===== src/rtl/outputc_nvc_pkg.sv =====
// Shared definitions for the output-channel stage: flit-type codes and error-bit positions.
package outputc_nvc_pkg;

   localparam int unsigned TYPEW = 2;

   typedef enum logic [TYPEW-1:0] {
      FLIT_SINGLE = 2'b00,
      FLIT_HEAD   = 2'b01,
      FLIT_BODY   = 2'b10,
      FLIT_TAIL   = 2'b11
   } flit_type_e;

   localparam int unsigned ERRW      = 3;
   localparam int unsigned ERR_OVF   = 0;
   localparam int unsigned ERR_UNF   = 1;
   localparam int unsigned ERR_PROTO = 2;

endpackage


===== src/rtl/outputc_vcstate.sv =====
// Per-VC state: downstream credit count, open-packet flag, lock and ready,
// plus single-cycle error events that the top level accumulates.
module outputc_vcstate
   import outputc_nvc_pkg::*;
#(
   parameter int unsigned FIFOD  = 4,
   parameter int unsigned PKTLEN = 4,
   parameter int unsigned MODE   = 0
) (
   input  logic       clk,
   input  logic       rst_,
   input  logic       snd,
   input  flit_type_e ftype,
   input  logic       busy,
   input  logic       iack,
   input  logic       ilck,
   output logic       ordy,
   output logic       olck,
   output logic       ovf,
   output logic       unf,
   output logic       proto
);

   localparam int unsigned CNTW = $clog2(FIFOD + 1);
   localparam logic [CNTW-1:0] CNT_MAX = CNTW'(FIFOD);
   localparam logic [CNTW-1:0] CNT_ONE = CNTW'(1);
   localparam logic [CNTW-1:0] THR = (MODE == 0) ? CNTW'(PKTLEN) : CNTW'(1);

   logic [CNTW-1:0] cnt_q, cnt_d;
   logic            open_q, open_d;
   logic            lck_q, lck_d;

   always_comb begin
      cnt_d = cnt_q;
      ovf   = 1'b0;
      unf   = 1'b0;
      if (snd && !iack) begin
         if (cnt_q == CNT_MAX) ovf = 1'b1;
         else                  cnt_d = cnt_q + CNT_ONE;
      end else if (iack && !snd) begin
         if (cnt_q == '0) unf = 1'b1;
         else             cnt_d = cnt_q - CNT_ONE;
      end
   end

   // A misplaced HEAD/SINGLE leaves the packet open; a stray TAIL leaves it closed.
   always_comb begin
      open_d = open_q;
      proto  = 1'b0;
      if (snd) begin
         case (ftype)
            FLIT_HEAD: begin
               proto  = open_q;
               open_d = 1'b1;
            end
            FLIT_SINGLE: proto = open_q;
            FLIT_BODY:   proto = !open_q;
            FLIT_TAIL: begin
               proto  = !open_q;
               open_d = 1'b0;
            end
            default: proto = 1'b0;
         endcase
      end
   end

   always_comb begin
      lck_d = lck_q;
      if (snd || busy)  lck_d = 1'b1;
      else if (open_q)  lck_d = 1'b1;
      else if (!ilck)   lck_d = 1'b0;
   end

   always_ff @(posedge clk or posedge rst_) begin
      if (rst_) begin
         cnt_q  <= '0;
         open_q <= 1'b0;
         lck_q  <= 1'b0;
      end else begin
         cnt_q  <= cnt_d;
         open_q <= open_d;
         lck_q  <= lck_d;
      end
   end

   assign ordy = (CNT_MAX - cnt_q) >= THR;
   assign olck = lck_q;

endmodule


===== src/rtl/outputc_nvc.sv =====
// Router output-channel stage: registers flits towards the link and tracks
// per-VC downstream credits, readiness and packet locks.
module outputc_nvc
   import outputc_nvc_pkg::*;
#(
   parameter int unsigned ROUTERID = 0,
   parameter int unsigned PCHID    = 0,
   parameter int unsigned NVC      = 4,
   parameter int unsigned VCHW     = 2,
   parameter int unsigned DATAW    = 64,
   parameter int unsigned TYPE_LSB = 62,
   parameter int unsigned FIFOD    = 4,
   parameter int unsigned PKTLEN   = 4,
   parameter int unsigned MODE     = 0
) (
   input  logic             clk,
   input  logic             rst_,
   input  logic [DATAW-1:0] idata,
   input  logic             ivalid,
   input  logic [VCHW-1:0]  ivch,
   output logic [DATAW-1:0] odata,
   output logic             ovalid,
   output logic [VCHW-1:0]  ovch,
   input  logic [NVC-1:0]   iack,
   output logic [NVC-1:0]   ordy,
   input  logic [NVC-1:0]   ilck,
   output logic [NVC-1:0]   olck,
   output logic [ERRW-1:0]  err
);

   // Identification parameters only; kept visible for debug.
   logic [63:0] unused_id;
   assign unused_id = {32'(ROUTERID), 32'(PCHID)};

   logic [DATAW-1:0] odata_q;
   logic             ovalid_q;
   logic [VCHW-1:0]  ovch_q;
   logic [ERRW-1:0]  err_q, err_d;

   logic [NVC-1:0] snd, busy, ovf, unf, proto;
   logic           bad_vch;
   flit_type_e     ftype;

   assign ftype   = flit_type_e'(idata[TYPE_LSB +: TYPEW]);
   assign bad_vch = ivalid && ({1'b0, ivch} >= (VCHW + 1)'(NVC));

   for (genvar v = 0; v < NVC; v++) begin : g_vc
      assign snd[v]  = ivalid && (ivch == VCHW'(v));
      assign busy[v] = ovalid_q && (ovch_q == VCHW'(v));

      outputc_vcstate #(
         .FIFOD  (FIFOD),
         .PKTLEN (PKTLEN),
         .MODE   (MODE)
      ) u_vcstate (
         .clk   (clk),
         .rst_  (rst_),
         .snd   (snd[v]),
         .ftype (ftype),
         .busy  (busy[v]),
         .iack  (iack[v]),
         .ilck  (ilck[v]),
         .ordy  (ordy[v]),
         .olck  (olck[v]),
         .ovf   (ovf[v]),
         .unf   (unf[v]),
         .proto (proto[v])
      );
   end

   always_comb begin
      err_d            = err_q;
      err_d[ERR_OVF]   = err_q[ERR_OVF] | (|ovf);
      err_d[ERR_UNF]   = err_q[ERR_UNF] | (|unf);
      err_d[ERR_PROTO] = err_q[ERR_PROTO] | (|proto) | bad_vch;
   end

   always_ff @(posedge clk or posedge rst_) begin
      if (rst_) begin
         odata_q  <= '0;
         ovalid_q <= 1'b0;
         ovch_q   <= '0;
         err_q    <= '0;
      end else begin
         odata_q  <= ivalid ? idata : '0;
         ovalid_q <= ivalid;
         ovch_q   <= ivalid ? ivch : '0;
         err_q    <= err_d;
      end
   end

   assign odata  = odata_q;
   assign ovalid = ovalid_q;
   assign ovch   = ovch_q;
   assign err    = err_q;

endmodule


===== config.mk =====
export PLATFORM = sky130hd
export DESIGN_NAME = outputc_nvc
export DESIGN_NICKNAME = d
export VERILOG_FILES = /design/src/rtl/outputc_nvc_pkg.sv /design/src/rtl/outputc_vcstate.sv /design/src/rtl/outputc_nvc.sv
export SDC_FILE = /design/constraint.sdc
export NUM_CORES = 1
export LEC_CHECK = 0
export CORE_UTILIZATION = 40
export CTS_BUF_LIST = sky130_fd_sc_hd__clkbuf_8
export DETAILED_ROUTE_END_ITERATION = 8
export GPL_TIMING_DRIVEN = 1
export PLACE_DENSITY = 0.73
export SLEW_MARGIN = 15
export SYNTH_ARGS = -nofsm -noshare
export SYNTH_HDL_FRONTEND = slang
export SYNTH_HIERARCHICAL = 1
export SYNTH_SLANG_ARGS = --single-unit

===== constraint.sdc =====
create_clock -name clk -period 2.3 [get_ports clk]
set_clock_uncertainty 0.05 [all_clocks]
set_input_delay 0.23 -clock clk [delete_from_list [all_inputs] [get_ports clk]]
set_output_delay 0.23 -clock clk [all_outputs]
set_load 0.02 [all_outputs]

# == Yosys cells after proc, flatten, opt, wreduce, memory -nomap -nowiden ==
# Cells that the tools add are included.
# W data, S select, Z words.
# totals
reg_bits,90
inputBits,77
wordCells,176
# op_classes
muxes,59
bitwise_logic,3
n_reduce_logical,57
addsub,12
n_eq_ne,25
order_cmp,4
# ops
op,n
$mux W64,1
$mux W3,16
$mux W1,36
$logic_and A1 B1 Y1,16
$add A3 B1 Y3 const B,4
$eq A2 B2 Y1 const B,6
$eq A3 B3 Y1 const B,4
$ge A3 B3 Y1 const B,4
$logic_not A1 Y1,12
$logic_not A3 Y1,4
$ne A3 B1 Y1 const B,4
$reduce_and A3 Y1,4
$reduce_or A4 Y1,3
$sub A3 B1 Y3 const B,4
$sub A3 B3 Y3 const A,4
$pmux W1 S2,5
$reduce_bool A2 Y1,5
$ne A2 B1 Y1 const B,4
$ne A2 B2 Y1 const B,4
$reduce_and A2 Y1,4
$eq A2 B1 Y1 const B,3
$logic_not A2 Y1,3
$logic_or A1 B1 Y1,4
$reduce_or A2 Y1,2
other kinds (2),4

# == Logic depth before layout (Yosys ltp) ==
# Gate-level depths: netlist of the first run.
# logic_depth
ltp_word,8
ltp_mapped,9
ltp_nobuf,8

# == Modules after synthesis ==
# Netlist of the first run, hierarchy kept.
# modules_own_cells
mod,area_per_inst_um2,seq_area_each_um2,cells_each,n_inst
outputc_nvc,2322.2,1751.7,162,1
outputc_vcstate,367.9,125.1,35,4

# == Least setup slack after synthesis of the first run ==
# No wires, ideal clock.
# synth_timing
path_kind,input -> register
from,input port ivalid
to,register g_vc[0].u_vcstate.cnt_q[2]
arrival_ns,1.818
path_stages,8
required_ns,2.170
setup_time_ns,0.080
path_slack_ns,0.353
path_buffers,1
path_cell_list,buf_6 > nor3b_1 > ha_1 > xnor2_1 > ha_1 > a21oi_1 > mux2i_1 > xnor2_1
# synth_via
elab_chain_len,5
word_cells_on_any_way,9
cone_classes,2 x eq/ne; 1 x mux; 6 x reduce/logical
# synth_lines
item,line_no,source
start: declaration,outputc_nvc.sv:19,"input logic ivalid,"
$logic_and A1 B1 Y1 (*),outputc_nvc.sv:48,assign snd[v] = ivalid && (ivch == VCHW'(v));
net snd[0],outputc_nvc.sv:40,"logic [NVC-1:0] snd, busy, ovf, unf, proto;"
$logic_not A1 Y1,outputc_vcstate.sv:40,end else if (iack && !snd) begin
$logic_and A1 B1 Y1,outputc_vcstate.sv:40,
$reduce_bool A2 Y1 (no source line),-,
$reduce_and A3 Y1 (no source line),-,
end signal: assignment,outputc_vcstate.sv:80,cnt_q <= cnt_d;
end: declaration,outputc_vcstate.sv:29,"logic [CNTW-1:0] cnt_q, cnt_d;"
# Mark *: on every way through the listed nets, which the timed path passes. The rest lies on a longest branch.
# A chain may end at the register's enable or synchronous reset.

# == Final worst setup path of the first run ==
# layout_timing
from,register g_vc[3].u_vcstate.cnt_q[1]
to,output port ordy[3]
# layout_via
elab_chain_len,2
# layout_lines
item,line_no,source
start: declaration,outputc_vcstate.sv:29,
start signal: assignment,outputc_vcstate.sv:80,
$sub A3 B3 Y3,outputc_vcstate.sv:86,assign ordy = (CNT_MAX - cnt_q) >= THR;
$ge A3 B3 Y1,outputc_vcstate.sv:86,
end: declaration,outputc_nvc.sv:25,"output logic [NVC-1:0] ordy,"
# Every way passes these cells.

==> impl_metrics.ini, run 1 <==
[worst_setup_path]
slowest_delay_ns = 0.61
reg2reg_from = g_vc[3].u_vcstate/cnt_q[1]$_DFFE_PP0P_
end_kind = primary output
cp-startpoint = g_vc[3].u_vcstate/cnt_q[1]$_DFFE_PP0P_
startpoint_type = flop
path_cells = nor2_1 > ha_1 > inv_1 > clkdlybuf4s50_1
cpMaxStageDelayCell = clkdlybuf4s50_1
worstPathArrival_ns = 1.88
critPathMaxFanout = 4
crit_required_ns = 2.02
path_class = reg -> out

[power_and_ir_drop]
total_power_mw = 4.526
max-vdd-ir-drop_v = 0.0003748
p_clk_share_pct = 24.2
pwr-share-seq_pct = 43.3
power.switching_mw = 1.417
leakage_nw = 2.600
powerDensity_nw_per_um2 = 793.0
sw_frac_of_total_pct = 31.32
p_int_mw = 3.109
pwr-share-comb_pct = 32.5

[clock_tree]
holdBufCountCts = 0
clk_latency_ns = 0.35
clock_path_buffers = 2
clk_pin_slew_ns = 0.09
root_buffer = clkbuf_8
cts_setup_buffers = 0
cts_tree = built
cts_max_level = 3
cts_resized = 0
clock_sinks = 90
cts-buffers-inserted = 9

[layout]
n_fill_cell = 743
n_antenna_cell = 0
mostFrequentLayoutCells = clkdlybuf4s50_1, dfrtp_1, and2_1
area_growth_pct = 50.46
drive_gt1_share_pct = 8.228
post-route-util_pct = 62.07
multi_input_area_um2 = 1400
layout_commonest_cell = clkdlybuf4s50_1
layout.nets = 570
seq_area_um2 = 2252

[route]
vias_per_cell = 4.615
drtIter0Drc = 102
dr_total_vias = 2700
drc = 0
routed_wl_um = 8612
first_pass_iters = 4
antenna_left = 0
post_drt_wl_per_cell_um = 14.72

[synthesis]
synthesis.area_um2 = 3794
syn_avg_cell_area_um2 = 12.56
synth-seq-cells = 90
synth_cell_types = 23
yosysSeqAreaShare_pct = 59.37
ys_warn_count = 6
synth_fp_nets = 403
synth_edf_count = 0
synth_cells = 302
ys.flop_type = dfrtp_1
async_reset_ff_share_pct = 100.0

[place]
routabilityCongestion = 0.7711
dp_hpwl_um = 6612
io_buffers = 154
place_ws_ns = -0.1524

[floorplanning]
num_rows = 35
die_area_um2 = 9877
coreArea_um2 = 9196
initial_core_util_pct = 41.25
die_h_um = 99.39
die_x_um = 99.39
io-pin-count = 155

[timing]
grt_setup_unrepaired = false
post-route-min-period_ns = 2.157
tightest_slew_ns = 0.4609
relSlewSlack_pct = 69.28
fin_tns_setup_ns = 0
fmax_mhz = 463.5
fin_crit_sh_pct = 93.80
slew_viol_final = 0
finalWorstSetupSlack_ns = 0.1425
hold_viol = 0
final-setup-viol-count = 0

[grt]
grt_max_degree = 71
grt_pass1_wl_um = 14010
grt-ovfl-total = 0
grt_pass1_vias = 2808
antenna_found_initial = 0
track_usage_pct = 18.71

[status]
status = complete, no violations

[flow_run]
maxCapViolCount = 0

[worst_hold_path]
hold_class = in -> async
==> sequential cells by signal (all words and copies together), names as in the netlist <==
name / count
err: 3
g_vc.u_vcstate/open_q: 4
ovalid: 1
ovch: 2
odata: 64
g_vc.u_vcstate/cnt_q: 12
g_vc.u_vcstate/olck: 4
==> worst paths after layout <==
kind	endpoint	slack, ns	cells after the start
min in group clk	odata[40]$_DFF_PP0_	0.39	2
worst max-delay path	ordy[3]	0.14	4
worst max register to register	g_vc[3].u_vcstate/cnt_q[1]$_DFFE_PP0P_	0.72	5
max in group asynchronous	odata[42]$_DFF_PP0_	1.50	3
worst min register to register	err[2]$_DFF_PP0_	0.42	2
worst min-delay path	g_vc[0].u_vcstate/olck$_DFFE_PP0P_	0.23	2
==> cell usage after synthesis (5+ instances only) <==
| library cell | count | area (um2) |
|---|---|---|
| inv_1 | 25 | 93.84 |
| nor3b_1 | 6 | 45.04 |
| dfrtp_1 | 90 | 2252 |
| nor3_1 | 7 | 35.03 |
| and2_1 | 65 | 406.6 |
| and3_1 | 6 | 37.54 |
| xnor2_1 | 12 | 105.1 |
| ha_1 | 24 | 300.3 |
| buf_2 | 5 | 25.02 |
| nor2_1 | 12 | 45.04 |
| and2_4 | 5 | 43.79 |
| a21oi_1 | 8 | 40.04 |
==> area by class of cell <==
cell class / instances / share of cell area, %
clock buffers: 9 / 2.170
repair buffers: 163 / 28.41
clock inverters: 7 / 1.359
well taps: 111 / 2.433
inverters: 25 / 1.644
multi-input cells: 180 / 24.53
flip-flops and latches: 90 / 39.46
==> worst max-delay path: cells and delay by family, from the launching register on <==
family,cells,cell delay (ns)
and+or+nand+nor,1,0.18
buffers and inverters,2,0.67
adders and majority gates,1,0.26
DFF,1,0.43
==> metal layers <==
| layer | part of all wire (%) | track usage, % |
|---|---|---|
| met5 | 0 | 0 |
| met4 | 1.3 | 6.787 |
| met3 | 10 | 7.660 |
| met2 | 48 | 29.86 |
| met1 | 40 | 22.88 |
==> power groups by stage <==
stage	combinational, mW	sequential [mW]	clock, mW
final	1.47	1.96	1.09
after global routing	1.63	1.99	1.20
after CTS	1.50	1.96	1.13
after detailed placement	1.49	1.99	0
after global placement	1.45	1.99	0
after floorplan	0.790	2.06	0
==> per-stage QoR <==
step / cell area, um2 / hold slack [ns] / instances
finish: 5708 / 0.2277 / 585
global route: 5708 / 0.2518 / 585
CTS: 5708 / 0.2234 / 585
detailed placement: 5507 / 0.4002 / 569
global placement: 5507 / 0.4038 / 569
floorplan: 3794 / -0.04148 / 302
==> cell families after synthesis <==
logic type | count (synthesis) | synth area share [%]
xor gates and xnor gates | 16 | 3.694
DFF | 90 | 59.37
buffers and inverters | 32 | 3.727
adders and majority gates | 24 | 7.916
AOI/OAI and AO/OA | 16 | 2.902
muxes | 8 | 2.639
and+or+nand+nor | 116 | 19.76
Note: power is estimated with default switching activity, not from simulation.
==> run 2, diff against run 1 <==
PLACE_DENSITY = 0.76   (was 0.73)
clock period = 1.8 ns   (was 2.3 ns; I/O delays follow)
==> impl_metrics.ini, run 2 (synthesis results as in run 1) <==
[status]
status = complete, no violations

[grt]
grt_pass1_wl_um = 14560
antenna_found_initial = 0
track_usage_pct = 19.66
grt_max_degree = 71
grt-ovfl-total = 0
grt_pass1_vias = 2951

[clock_tree]
cts_max_level = 3
clk_pin_slew_ns = 0.09
root_buffer = clkbuf_8
cts_tree = built
clk_latency_ns = 0.35
cts-buffers-inserted = 9
clock_sinks = 90
clock_path_buffers = 2

[timing]
relSlewSlack_pct = 69.93
holdWs_ns = 0.1927
fin_crit_sh_pct = 95.02
grt_setup_unrepaired = false
fmax_mhz = 584.7
tightest_slew_ns = 0.4510
final-setup-viol-count = 0
hold_viol = 0
slew_viol_final = 0
post-route-min-period_ns = 1.710

[power_and_ir_drop]
sw_frac_of_total_pct = 31.77
pwr-share-seq_pct = 43.3
p_int_mw = 3.967
p_clk_share_pct = 23.8
max-vdd-ir-drop_v = 0.0006692
powerDensity_nw_per_um2 = 990.7
total_power_mw = 5.815
leakage_nw = 2.704
pwr-share-comb_pct = 32.9
power.switching_mw = 1.848

[route]
post_drt_wl_per_cell_um = 15.13
drc = 0
antenna_left = 0
vias_per_cell = 4.590
drtIter0Drc = 66
routed_wl_um = 9154
dr_total_vias = 2777
first_pass_iters = 4

[layout]
n_antenna_cell = 0
postLayoutCellArea_um2 = 5869
layout.nets = 591
area_growth_pct = 54.72
final_cells = 605
largest_reg_flops = 64
mostFrequentLayoutCells = clkdlybuf4s50_1, dfrtp_1, and2_1
n_fill_cell = 726
drive_gt1_share_pct = 13.77
layout_commonest_cell = clkdlybuf4s50_1

[place]
placed_area_um2 = 5665
routabilityCongestion = 0.7977
dp_hpwl_um = 7078
dp_cells = 589
io_buffers = 154

[worst_setup_path]
crit_required_ns = 1.57
path_class = reg -> out
critPathMaxFanout = 3
startpoint_type = flop
worstPathArrival_ns = 1.48
end_kind = primary output

[worst_hold_path]
hold_class = in -> async

[floorplanning]
io-pin-count = 155
die_h_um = 99.39
die_area_um2 = 9877
num_rows = 35
die_x_um = 99.39
coreArea_um2 = 9196
initial_core_util_pct = 41.25

[flow_run]
maxCapViolCount = 0
==> run 2: cell types whose count changed in the layout (fill, tap and decap cells not counted), moves of 2 or more <==
cell | before | now
clkbuf_2 | 0 | 2
clkdlybuf4s15_2 | 0 | 2
inv_6 | 1 | 3
nor2_1 | 12 | 10
nor2_2 | 0 | 2
clkdlybuf4s50_1 | 154 | 147
buf_4 | 8 | 29
dlygate4sd2_1 | 0 | 3
==> run 2: critical path, cell delays in order (launching register included) <==
cell,delay [ns]
dfrtp_1,0.43
nor2_2,0.16
ha_1,0.24
inv_1,0.05
clkdlybuf4s15_2,0.25
==> run 2: path summary, 6_finish.rpt <==
kind / from / to / slack [ns] / cells past startpoint
max: g_vc[0].u_vcstate/cnt_q[0]$_DFFE_PP0P_ / ordy[0] / 0.09 / 4
min: rst_ / g_vc[0].u_vcstate/cnt_q[1]$_DFFE_PP0P_ / 0.19 / 2
max reg2reg: g_vc[1].u_vcstate/cnt_q[1]$_DFFE_PP0P_ / g_vc[1].u_vcstate/cnt_q[1]$_DFFE_PP0P_ / 0.25 / 5
min reg2reg: err[1]$_DFF_PP0_ / err[1]$_DFF_PP0_ / 0.42 / 2
max in group asynchronous: rst_ / err[0]$_DFF_PP0_ / 1.02 / 3
min in group clk: ivalid / ovch[1]$_DFF_PP0_ / 0.24 / 2
==> run 2: layout make-up <==
cell class | count | area (um2) | share of cell area [%]
clock buffer | 9 | 123.9 | 2.110
clock inverter | 6 | 71.32 | 1.215
inverter | 25 | 97.59 | 1.663
multi-input combinational | 180 | 1418 | 24.15
sequential | 90 | 2252 | 38.37
tap | 111 | 138.9 | 2.366
timing repair buffer | 184 | 1768 | 30.12
==> run 2: repair_timing <==
| action | CTS | global route |
|---|---|---|
| setup buffers | 1 | 0 |
| resized for setup | 15 | 4 |
| hold buffers | 0 | 0 |
| endpoints found under the setup margin | 7 | 4 |
| endpoints found under the hold margin | 0 | 0 |
==> run 2: power groups by stage <==
stage	clock (mW)	combinational [mW]	sequential, mW
6_report	1.39	1.91	2.52
5_1_grt	1.52	2.10	2.55
4_1_cts	1.44	1.96	2.51
3_5_place_dp	0	1.99	2.55
3_3_place_gp	0	1.92	2.53
2_1_floorplan	0	1.01	2.63
==> run 2: metrics by stage <==
stage	util (%)	TNS [ns]	setup slack, ns
after floorplan	-	0	0.09711
after CTS	63.88	0	0.001333
after global placement	61.61	-3.553	-0.3484
after detailed placement	61.61	-4.589	-0.4457
after global routing	63.82	0	0.01188
final	63.82	0	0.08973
==> run 2: metal layers <==
layer | vias up | track usage (%) | share of wire (%)
met5 | - | 0 | 0
met4 | 0 | 7.692 | 2.2
met3 | 16 | 7.309 | 9.7
met2 | 116 | 33.55 | 50
met1 | 1312 | 22.45 | 38
li1 | 1333 | - | -
